===== src/rtl/escaneo_display.sv =====
// Scan scheduler for a multiplexed 7-segment display: one digit per slot, with dark dead-time at the start of each slot.
// Registered outputs; the digit's data, enable and decimal point are captured when its slot lights and held until the slot ends.
module escaneo_display #(
  parameter int DIV_COUNT    = 9999,
  parameter int BLANK_CYCLES = 100,
  parameter int N_DIGITS     = 4
) (
  input  logic                    clk,
  input  logic                    rst_n,
  input  logic                    enable,
  input  logic [4*N_DIGITS-1:0]   digit_data,
  input  logic [N_DIGITS-1:0]     digit_en,
  input  logic [N_DIGITS-1:0]     dp_in,
  output logic [N_DIGITS-1:0]     an,
  output logic [6:0]              seg,
  output logic                    dp_n,
  output logic                    frame_done
);

  localparam int CW = $clog2(DIV_COUNT + 1);
  localparam int IW = $clog2(N_DIGITS);
  localparam int BW = (BLANK_CYCLES > 1) ? $clog2(BLANK_CYCLES) : 1;
  localparam logic [CW-1:0] CNT_LAST   = CW'(DIV_COUNT);
  localparam logic [IW-1:0] IDX_LAST   = IW'(N_DIGITS - 1);
  localparam logic [BW-1:0] BLANK_LAST = BW'(BLANK_CYCLES - 1);

  typedef enum logic [1:0] {IDLE, BLANK, SHOW} state_t;

  state_t        state;
  logic [CW-1:0] cnt;
  logic [IW-1:0] idx;
  logic [BW-1:0] bcnt;

  logic          tick;
  logic [IW-1:0] idx_inc;
  logic          enter_show;
  logic [IW-1:0] entry_idx;
  logic [3:0]    entry_nib;

  function automatic logic [6:0] decode(input logic [3:0] h);
    logic [6:0] s;
    unique case (h)
      4'h0: s = 7'h40;
      4'h1: s = 7'h79;
      4'h2: s = 7'h24;
      4'h3: s = 7'h30;
      4'h4: s = 7'h19;
      4'h5: s = 7'h12;
      4'h6: s = 7'h02;
      4'h7: s = 7'h78;
      4'h8: s = 7'h00;
      4'h9: s = 7'h10;
      4'hA: s = 7'h08;
      4'hB: s = 7'h03;
      4'hC: s = 7'h46;
      4'hD: s = 7'h21;
      4'hE: s = 7'h06;
      default: s = 7'h0E;
    endcase
    return s;
  endfunction

  assign tick      = (cnt == CNT_LAST);
  assign idx_inc   = (idx == IDX_LAST) ? '0 : idx + 1'b1;
  assign entry_nib = digit_data[4*entry_idx +: 4];

  // With zero dead-time a slot boundary goes straight into the next SHOW.
  always_comb begin
    enter_show = 1'b0;
    entry_idx  = idx;
    if (enable) begin
      unique case (state)
        IDLE: begin
          if (tick && BLANK_CYCLES == 0) begin
            enter_show = 1'b1;
            entry_idx  = '0;
          end
        end
        BLANK: begin
          if (bcnt == BLANK_LAST) enter_show = 1'b1;
        end
        SHOW: begin
          if (tick && BLANK_CYCLES == 0) begin
            enter_show = 1'b1;
            entry_idx  = idx_inc;
          end
        end
        default: ;
      endcase
    end
  end

  always_ff @(posedge clk or negedge rst_n) begin
    if (!rst_n) begin
      state      <= IDLE;
      cnt        <= '0;
      idx        <= '0;
      bcnt       <= '0;
      an         <= '1;
      seg        <= 7'h7F;
      dp_n       <= 1'b1;
      frame_done <= 1'b0;
    end else begin
      frame_done <= 1'b0;
      if (!enable) begin
        state <= IDLE;
        cnt   <= '0;
        idx   <= '0;
        bcnt  <= '0;
        an    <= '1;
        seg   <= 7'h7F;
        dp_n  <= 1'b1;
      end else begin
        cnt <= tick ? '0 : cnt + 1'b1;
        if (enter_show) begin
          state      <= SHOW;
          idx        <= entry_idx;
          an         <= digit_en[entry_idx] ? ~(N_DIGITS'(1) << entry_idx) : '1;
          seg        <= decode(entry_nib);
          dp_n       <= ~dp_in[entry_idx];
          frame_done <= (entry_idx == IDX_LAST);
        end else begin
          unique case (state)
            IDLE: begin
              if (tick) begin
                state <= BLANK;
                idx   <= '0;
                bcnt  <= '0;
              end
            end
            BLANK: bcnt <= bcnt + 1'b1;
            SHOW: begin
              if (tick) begin
                state <= BLANK;
                idx   <= idx_inc;
                bcnt  <= '0;
                an    <= '1;
                seg   <= 7'h7F;
                dp_n  <= 1'b1;
              end
            end
            default: state <= IDLE;
          endcase
        end
      end
    end
  end

endmodule

===== config.mk =====
export PLATFORM = sky130hd
export DESIGN_NAME = escaneo_display
export DESIGN_NICKNAME = d
export VERILOG_FILES = /design/src/rtl/escaneo_display.sv
export SDC_FILE = /design/constraint.sdc
export NUM_CORES = 1
export LEC_CHECK = 0
export ABC_AREA = 1
export CAP_MARGIN = 20
export CORE_ASPECT_RATIO = 1.75
export CORE_MARGIN = 4
export CORE_UTILIZATION = 49
export DETAILED_ROUTE_END_ITERATION = 12
export PLACE_DENSITY = 0.77
export SETUP_SLACK_MARGIN = 0.15
export SLEW_MARGIN = 30
export SYNTH_ARGS = -nofsm -noshare
export SYNTH_HDL_FRONTEND = slang
export SYNTH_SLANG_ARGS = --single-unit

===== constraint.sdc =====
create_clock -name clk -period 1.8 [get_ports clk]
set_clock_uncertainty 0.2 [all_clocks]
set_input_delay 0.36 -clock clk [delete_from_list [all_inputs] [get_ports clk]]
set_output_delay 0.36 -clock clk [all_outputs]
set_load 0.02 [all_outputs]

==> results by group, run 1 <==
Routing
  • Initial DRT Pass Iterations: 4
  • Routed via count: 2581
  • Routed WL per cell: 15.2 µm
  • # DRC: 0
  • Final WL: 7260 µm
  • Post-DRT Antenna Nets: 0
  • Initial DRC count: 116
  • Vias/cell: 5.40

Synth
  • Mapped Area: 2500 µm²
  • Post-synthesis cell type count: 30
  • FF+latch count, synth: 38
  • Post-synthesis cell count: 341
  • Post-synthesis sequential area ratio: 38.6%
  • Syn_nets: 380
  • Avg Cell Area, Syn: 7.34 µm²
  • Ys Warns: 0

Clock network
  • Clock sink total: 38
  • Worst-path clk slew: 80 ps
  • Clock latency on the worst-skew pair: 290 ps
  • H-tree level count: 2
  • Root buffer cell: clkbuf_8
  • CTS Buffer Depth: 2
  • TritonCTS clock tree: built
  • Total clock buffers created by CTS: 5

Timing
  • Worst-margin pin slew: 438 ps
  • Max-slew violations: 0
  • WHS: 306 ps
  • Fmax: 570 MHz
  • Crit path time final: 1760 ps
  • RSZ-0062 raised after global routing: yes
  • Setup TNS: 0 ps
  • Final setup margin: 44.9 ps
  • Final Hold Fails: 0
  • Relative slew slack: 70.8%
  • Final worst path period share: 97.5%
  • Final setup viols: 0

Final layout
  • Layout cell share with drive strength beyond 1: 41.0%
  • Synthesis-to-layout area growth: 50.8%
  • Nets: 462
  • Fillers: 329
  • Non-Filler Instances: 478
  • Most common cell after layout, fill and taps aside: nand2_1
  • Antenna diode count: 0
  • Most frequent cells in the layout: nand2_1, buf_4, inv_1

Setup path
  • Crit path arrival time: 1790 ps
  • Register-to-Register Path Depth: 12
  • Worst stage delay on the critical path: 480 ps
  • CP Class: reg -> reg
  • Bufs and invs on worst path: 4
  • CP Data Required Time: 1840 ps
  • Critical path depth: 12
  • CP Max Fanout: 6
  • Slowest CP cell: dfrtp_2
  • Worst path top cell family by delay: simple AND/OR/NAND/NOR gates
  • R2r startpoint: entry_idx[0]$_DFFE_PN0P_
  • Reg2reg setup slack: 40 ps
  • Crit. End Element: flip-flop
  • Cell chain of the critical path: buf_6, nand2_4, nand2_2, nand2_2, nand2_4, buf_4, buf_4, nand2_1, nand3_1, nand3_2, nand2_1, inv_1
  • Startpoint types: flip-flop
  • Reg2Reg Capture Point: seg[1]$_DFFE_PN1P_
  • Critical path startpoint: entry_idx[0]$_DFFE_PN0P_

Hold path
  • WHS Path Cells: 2
  • Hold Path End: dp_n$_DFFE_PN1P_
  • Min-delay src: dp_n$_DFFE_PN1P_
  • Min-Delay Path Class: reg -> reg

Global routing
  • Pin count of the biggest net entering global routing: 22
  • Grt ovf: 0
  • Vias in the first global route: 2533
  • Global-route wire length before repair: 11000 µm
  • Total track usage: 23.0%
  • Initial antenna violation count: 0

Floorplanning
  • Die area: 6360 µm²
  • Core Rows: 34
  • # IOs: 40
  • Chip height: 103 µm
  • Die width: 62.0 µm
  • Initial Util: 50.3%
  • Core area: 4980 µm²

Flow run
  • Max Cap Viol: 0

Place
  • Port Buf Inserts: 39
  • GPL Wtd Cong: 0.867
  • Dpl cells: 450
  • Post-place setup slack: -197 ps
  • HPWL after DPL: 4990 µm

Power
  • PwrDens: 538 nW/µm²
  • VDD IR max: 0.582 mV
  • Leak: 1.71 nW

Run status
  • Run status: complete, no violations
per-layer routing:
layer	vias up	global-route usage [%]	wire [µm]
li1	1246	-	-
met1	1255	21.9	2380
met2	65	44.6	4470
met3	15	3.76	235
met4	0	10.5	176
met5	-	0	0
registers in the layout (all words and copies together) (netlist names):
| signal | flops |
|---|---|
| cnt | 14 |
| bcnt | 7 |
| seg | 7 |
| an | 4 |
| entry_idx | 2 |
| state | 2 |
| dp_n | 1 |
| frame_done | 1 |
final cells by class:
class | count | area [µm²] | area share (%)
Clock buffer | 6 | 82.6 | 2.19
Clock inverter | 2 | 60.1 | 1.59
Inverter | 42 | 170 | 4.51
Multi-Input combinational cell | 256 | 1750 | 46.3
Sequential cell | 38 | 971 | 25.7
Tap cell | 54 | 67.6 | 1.79
Timing Repair Buffer | 79 | 666 | 17.6
Timing Repair inverter | 1 | 7.51 | 0.199
report_power, final:
part           switching [mW]  internal [mW]  leakage [nW]
Clock                   0.305          0.591        0.0714
Sequential            0.00657          0.860         0.480
Combinational           0.137          0.129          1.15
Total                   0.449           1.58          1.71
timing repair:
action | in CTS | in global routing
pin swaps | 16 | 26
hold endpoints to repair | 12 | 0
hold buffers | 1 | 0
gates resized for setup | 69 | 69
setup buffers | 4 | 13
setup endpoints to repair | 42 | 38
cloned | 2 | 0
cells by family after synthesis:
| kind of cell | synth area share [%] |
|---|---|
| AOI/OAI and AO/OA | 7.50 |
| buffers and inverters | 8.55 |
| xor gates and xnor gates | 1.40 |
| adders and majority gates | 6.00 |
| and+or+nand+nor | 37.9 |
| DFF | 38.6 |
worst register-to-register path, stage by stage (launching register included):
cell     delay, ps
dfrtp_2        480
buf_6          160
nand2_4         60
nand2_2         60
nand2_2         80
nand2_4         80
buf_4          140
buf_4          120
nand2_1         70
nand3_1         80
nand3_2         60
nand2_1         40
inv_1           50
cells in the mapped netlist, drive strengths merged:
master / number / area share (%)
nand2: 110 / 18
inv: 42 / 6.4
nor2: 40 / 6.7
nand3: 37 / 8.9
dfrtp: 26 / 26
o21ai: 16 / 3.3
a21oi: 14 / 3.3
dfstp: 12 / 13
ha: 12 / 6.0
nor3: 12 / 2.6
buf: 6 / 2.1
nand4: 5 / 1.3
xor2: 4 / 1.4
a211oi: 2 / 0.60
or2: 2 / 0.50
o21bai: 1 / 0.30
worst max-delay path by stage:
stage | endpoint | slack [ps]
after global placement | seg[5]$_DFFE_PN1P_ | -170
final | seg[1]$_DFFE_PN1P_ | 40
after floorplan | seg[3]$_DFFE_PN1P_ | 110
after CTS | seg[5]$_DFFE_PN1P_ | 40
after global routing | seg[0]$_DFFE_PN1P_ | -50
after detailed placement | seg[4]$_DFFE_PN1P_ | -200
per-stage QoR:
| step | instance area [µm²] | power [mW] | util, % |
|---|---|---|---|
| final | 3770 | 2.03 | 75.8 |
| after global routing | 3770 | 2.10 | 75.8 |
| after CTS | 3500 | 2.01 | 70.4 |
| after detailed placement | 3200 | 1.09 | 64.3 |
| after global placement | 3200 | 1.09 | 64.3 |
| after floorplan | 2610 | 0.977 | - |
No activity file was read; power rests on OpenSTA's default activity.
==> inputs of run 2 (changes only) <==
- CTS_CLUSTER_DIAMETER: default -> 120
==> results of run 2 <==
Final layout, timing and power as in run 1 (identical DEF).
==> patch (settings of run 2) <==
The parameter `BLANK_CYCLES` goes from 100 to 50.
--- a/src/rtl/escaneo_display.sv
+++ b/src/rtl/escaneo_display.sv
@@ -4,3 +4,3 @@
   parameter int DIV_COUNT    = 9999,
-  parameter int BLANK_CYCLES = 100,
+  parameter int BLANK_CYCLES = 50,
   parameter int N_DIGITS     = 4
Formal check against the unedited RTL: no difference found for any inputs over 10 cycles, from zero or initial values and one cycle with rst_n low; that may be too few to reach the edited logic, so the function may still have changed.
==> patch against run 2 <==
Sequential share of layout area increased by 1.3 points. Sequential cell count decreased by 1. Highest routed layer unchanged. Wire length decreased by 8.7%. Via count decreased by 5.1%. Area after synthesis decreased by 4.2%. Critical path type unchanged. Global-route usage decreased by 0.41 points. Worst setup slack got worse by 0.025 ns. Synthesized cell count decreased by 3.8%. Count of clock-buffer cells in the layout increased by 1. Die area decreased by 3.8%. Critical endpoint is now seg[3]. Design area decreased by 7.4%. Total power decreased by 8.6%.
==> patch: results (changes against run 2) <==
[synthesis]
synth_commonest_cells=nand2_1, nor2_1, inv_1
synthArstFlopShare_pct=100  ; unchanged
synth_compound_area_share_pct=7.57  ; +0.068 points
synthXorXnorAreaFrac_pct=1.83  ; +0.43 points
muxShareOfSynthArea_pct=0  ; unchanged
syn_nets=368  ; -3.2%
synth.area.top_cells=dfrtp_1, nand2_1, dfstp_2
ys_types=31  ; +3.3%
ys_warn_count=0  ; unchanged
synthAdderAreaFrac_pct=6.78  ; +0.78 points
seq_area_frac_synth_pct=39.2  ; +0.65 points

[setup_path]
cp-start-kind=flop
reg2reg_from=entry_idx[0]
critPathMaxFanout=7  ; +1
max_stage_delay_ns=0.49
r2r_end=seg[3]
crit_arrival_ns=1.81  ; +0.02 ns
r2r_slack_ns=0.02  ; -0.03 ns
crit_slowest_cell=dfrtp_2

[global_route]
grt_usage_pct=22.6  ; -0.41 points
grt_pass1_vias=2441  ; -3.6%
antenna_found_initial=0  ; unchanged
grt_first_pass_wirelength_mm=10.6  ; -4.0%
grt_max_degree=38  ; +73%

[place]
dpl_worst_slack_ns=-0.166  ; +0.0311 ns
dp_hpwl_mm=4.50  ; -9.8%
io_buffers=39  ; unchanged
place.gp.congestion=0.902  ; +4.0%
placed_cell_area_sq_mm=0.00309  ; -3.3%

[cells_and_area]
antenna_cells=0  ; unchanged
nFillCells=361  ; +9.7%
drive_gt1_share_pct=37.9  ; -3.2 points
reg.largest.list=cnt: 14 flops, seg: 7 flops, bcnt: 6 flops
nets=443  ; -4.1%

[clock_tree]
htree_num_levels=2  ; unchanged
insertion_delay_ns=0.29  ; about the same
numCtsBuffers=5  ; unchanged
root_buffer=clkbuf_8
clockBufferDepth=2  ; unchanged

[detailed_routing]
wirelength_mm=6.63  ; -8.7%
viasPerCell=5.37  ; -0.54%
firstDrtPassIters=4  ; unchanged
post-route-drc-count=0  ; unchanged
dr.first_iter.drc_count=98  ; -16%

[pwr]
power.leakage_nw=1.58  ; -7.6%
ir_drop_mv=0.722  ; +24%

[sta]
tightest_slew_ns=0.308  ; -0.129 ns

[run_status]
status=completed

[worst_hold_path]
hold_path_class=in2async

patch: metrics by stage:
step,cells,setup TNS [ns],power [mW],utilization [%],hold WS (ns)
floorplan,328,0,0.955,-,-0.136
global placement,435,-1.72,1.07,65.7,0.253
detailed placement,435,-2.06,1.07,65.7,0.262
CTS,452,0,1.84,71.1,0.248
global route,456,-0.284,1.92,74.2,0.249
finish,456,0,1.86,74.2,0.241
patch: critical path: cells and delay by family (launching register included):
family	cells	cell delay, ns
adders and majority gates	1	0.16
and+or+nand+nor	8	0.62
DFF	1	0.49
buffers and inverters	3	0.25
patch: final cells by class:
class                   instances  area, sq um  area share (%)
clock inverters                 1         30.0           0.860
repair inverters                1         7.51           0.215
inverters                      39          159            4.55
clock buffers                   7         86.3            2.47
repair buffers                 70          593            17.0
flip-flops and latches         37          945            27.0
multi-input cells             249         1610            46.0
well taps                      52         65.1            1.86
patch: logic make-up after synthesis:
family	after synthesis
AOI/OAI and AO/OA	33
xor gates and xnor gates	5
adders and majority gates	13
buffers and inverters	44
DFF	37
and+or+nand+nor	196
patch: worst max-delay path by stage:
stage,cells past startpoint,end,slack [ns]
2_1_floorplan,11,seg[3],0.11
3_3_place_gp,12,seg[5],-0.14
3_5_place_dp,12,seg[5],-0.17
4_1_cts,1,seg[4],0.04
5_1_grt,11,seg[5],-0.08
6_report,12,seg[3],0.02
patch: what timing repair did:
| action | 4_1_cts | 5_1_grt |
|---|---|---|
| setup buffers | 6 | 5 |
| hold buffers | 0 | 0 |
| gates resized for setup | 65 | 61 |
| setup endpoints to repair | 32 | 35 |
| hold endpoints to repair | 0 | 0 |
| pin swaps | 23 | 28 |
| gates cloned | 3 | 0 |
patch: metal layers:
layer / wire, um / part of all wire, % / GRT usage (%) / vias to the layer above
met1: 2260 / 34 / 22.3 / 1161
met4: 239 / 3.6 / 11.4 / 0
li1: - / - / - / 1190
met3: 235 / 3.5 / 2.69 / 23
met2: 3900 / 59 / 43.3 / 75
met5: 0 / 0 / 0 / -
patch: power breakdown:
group | total (mW) | internal [mW] | switching [mW] | leakage [nW]
clock | 0.754 | 0.452 | 0.302 | 0.0585
sequential | 0.842 | 0.838 | 0.00484 | 0.468
combinational | 0.259 | 0.127 | 0.132 | 1.05
total | 1.86 | 1.42 | 0.439 | 1.58
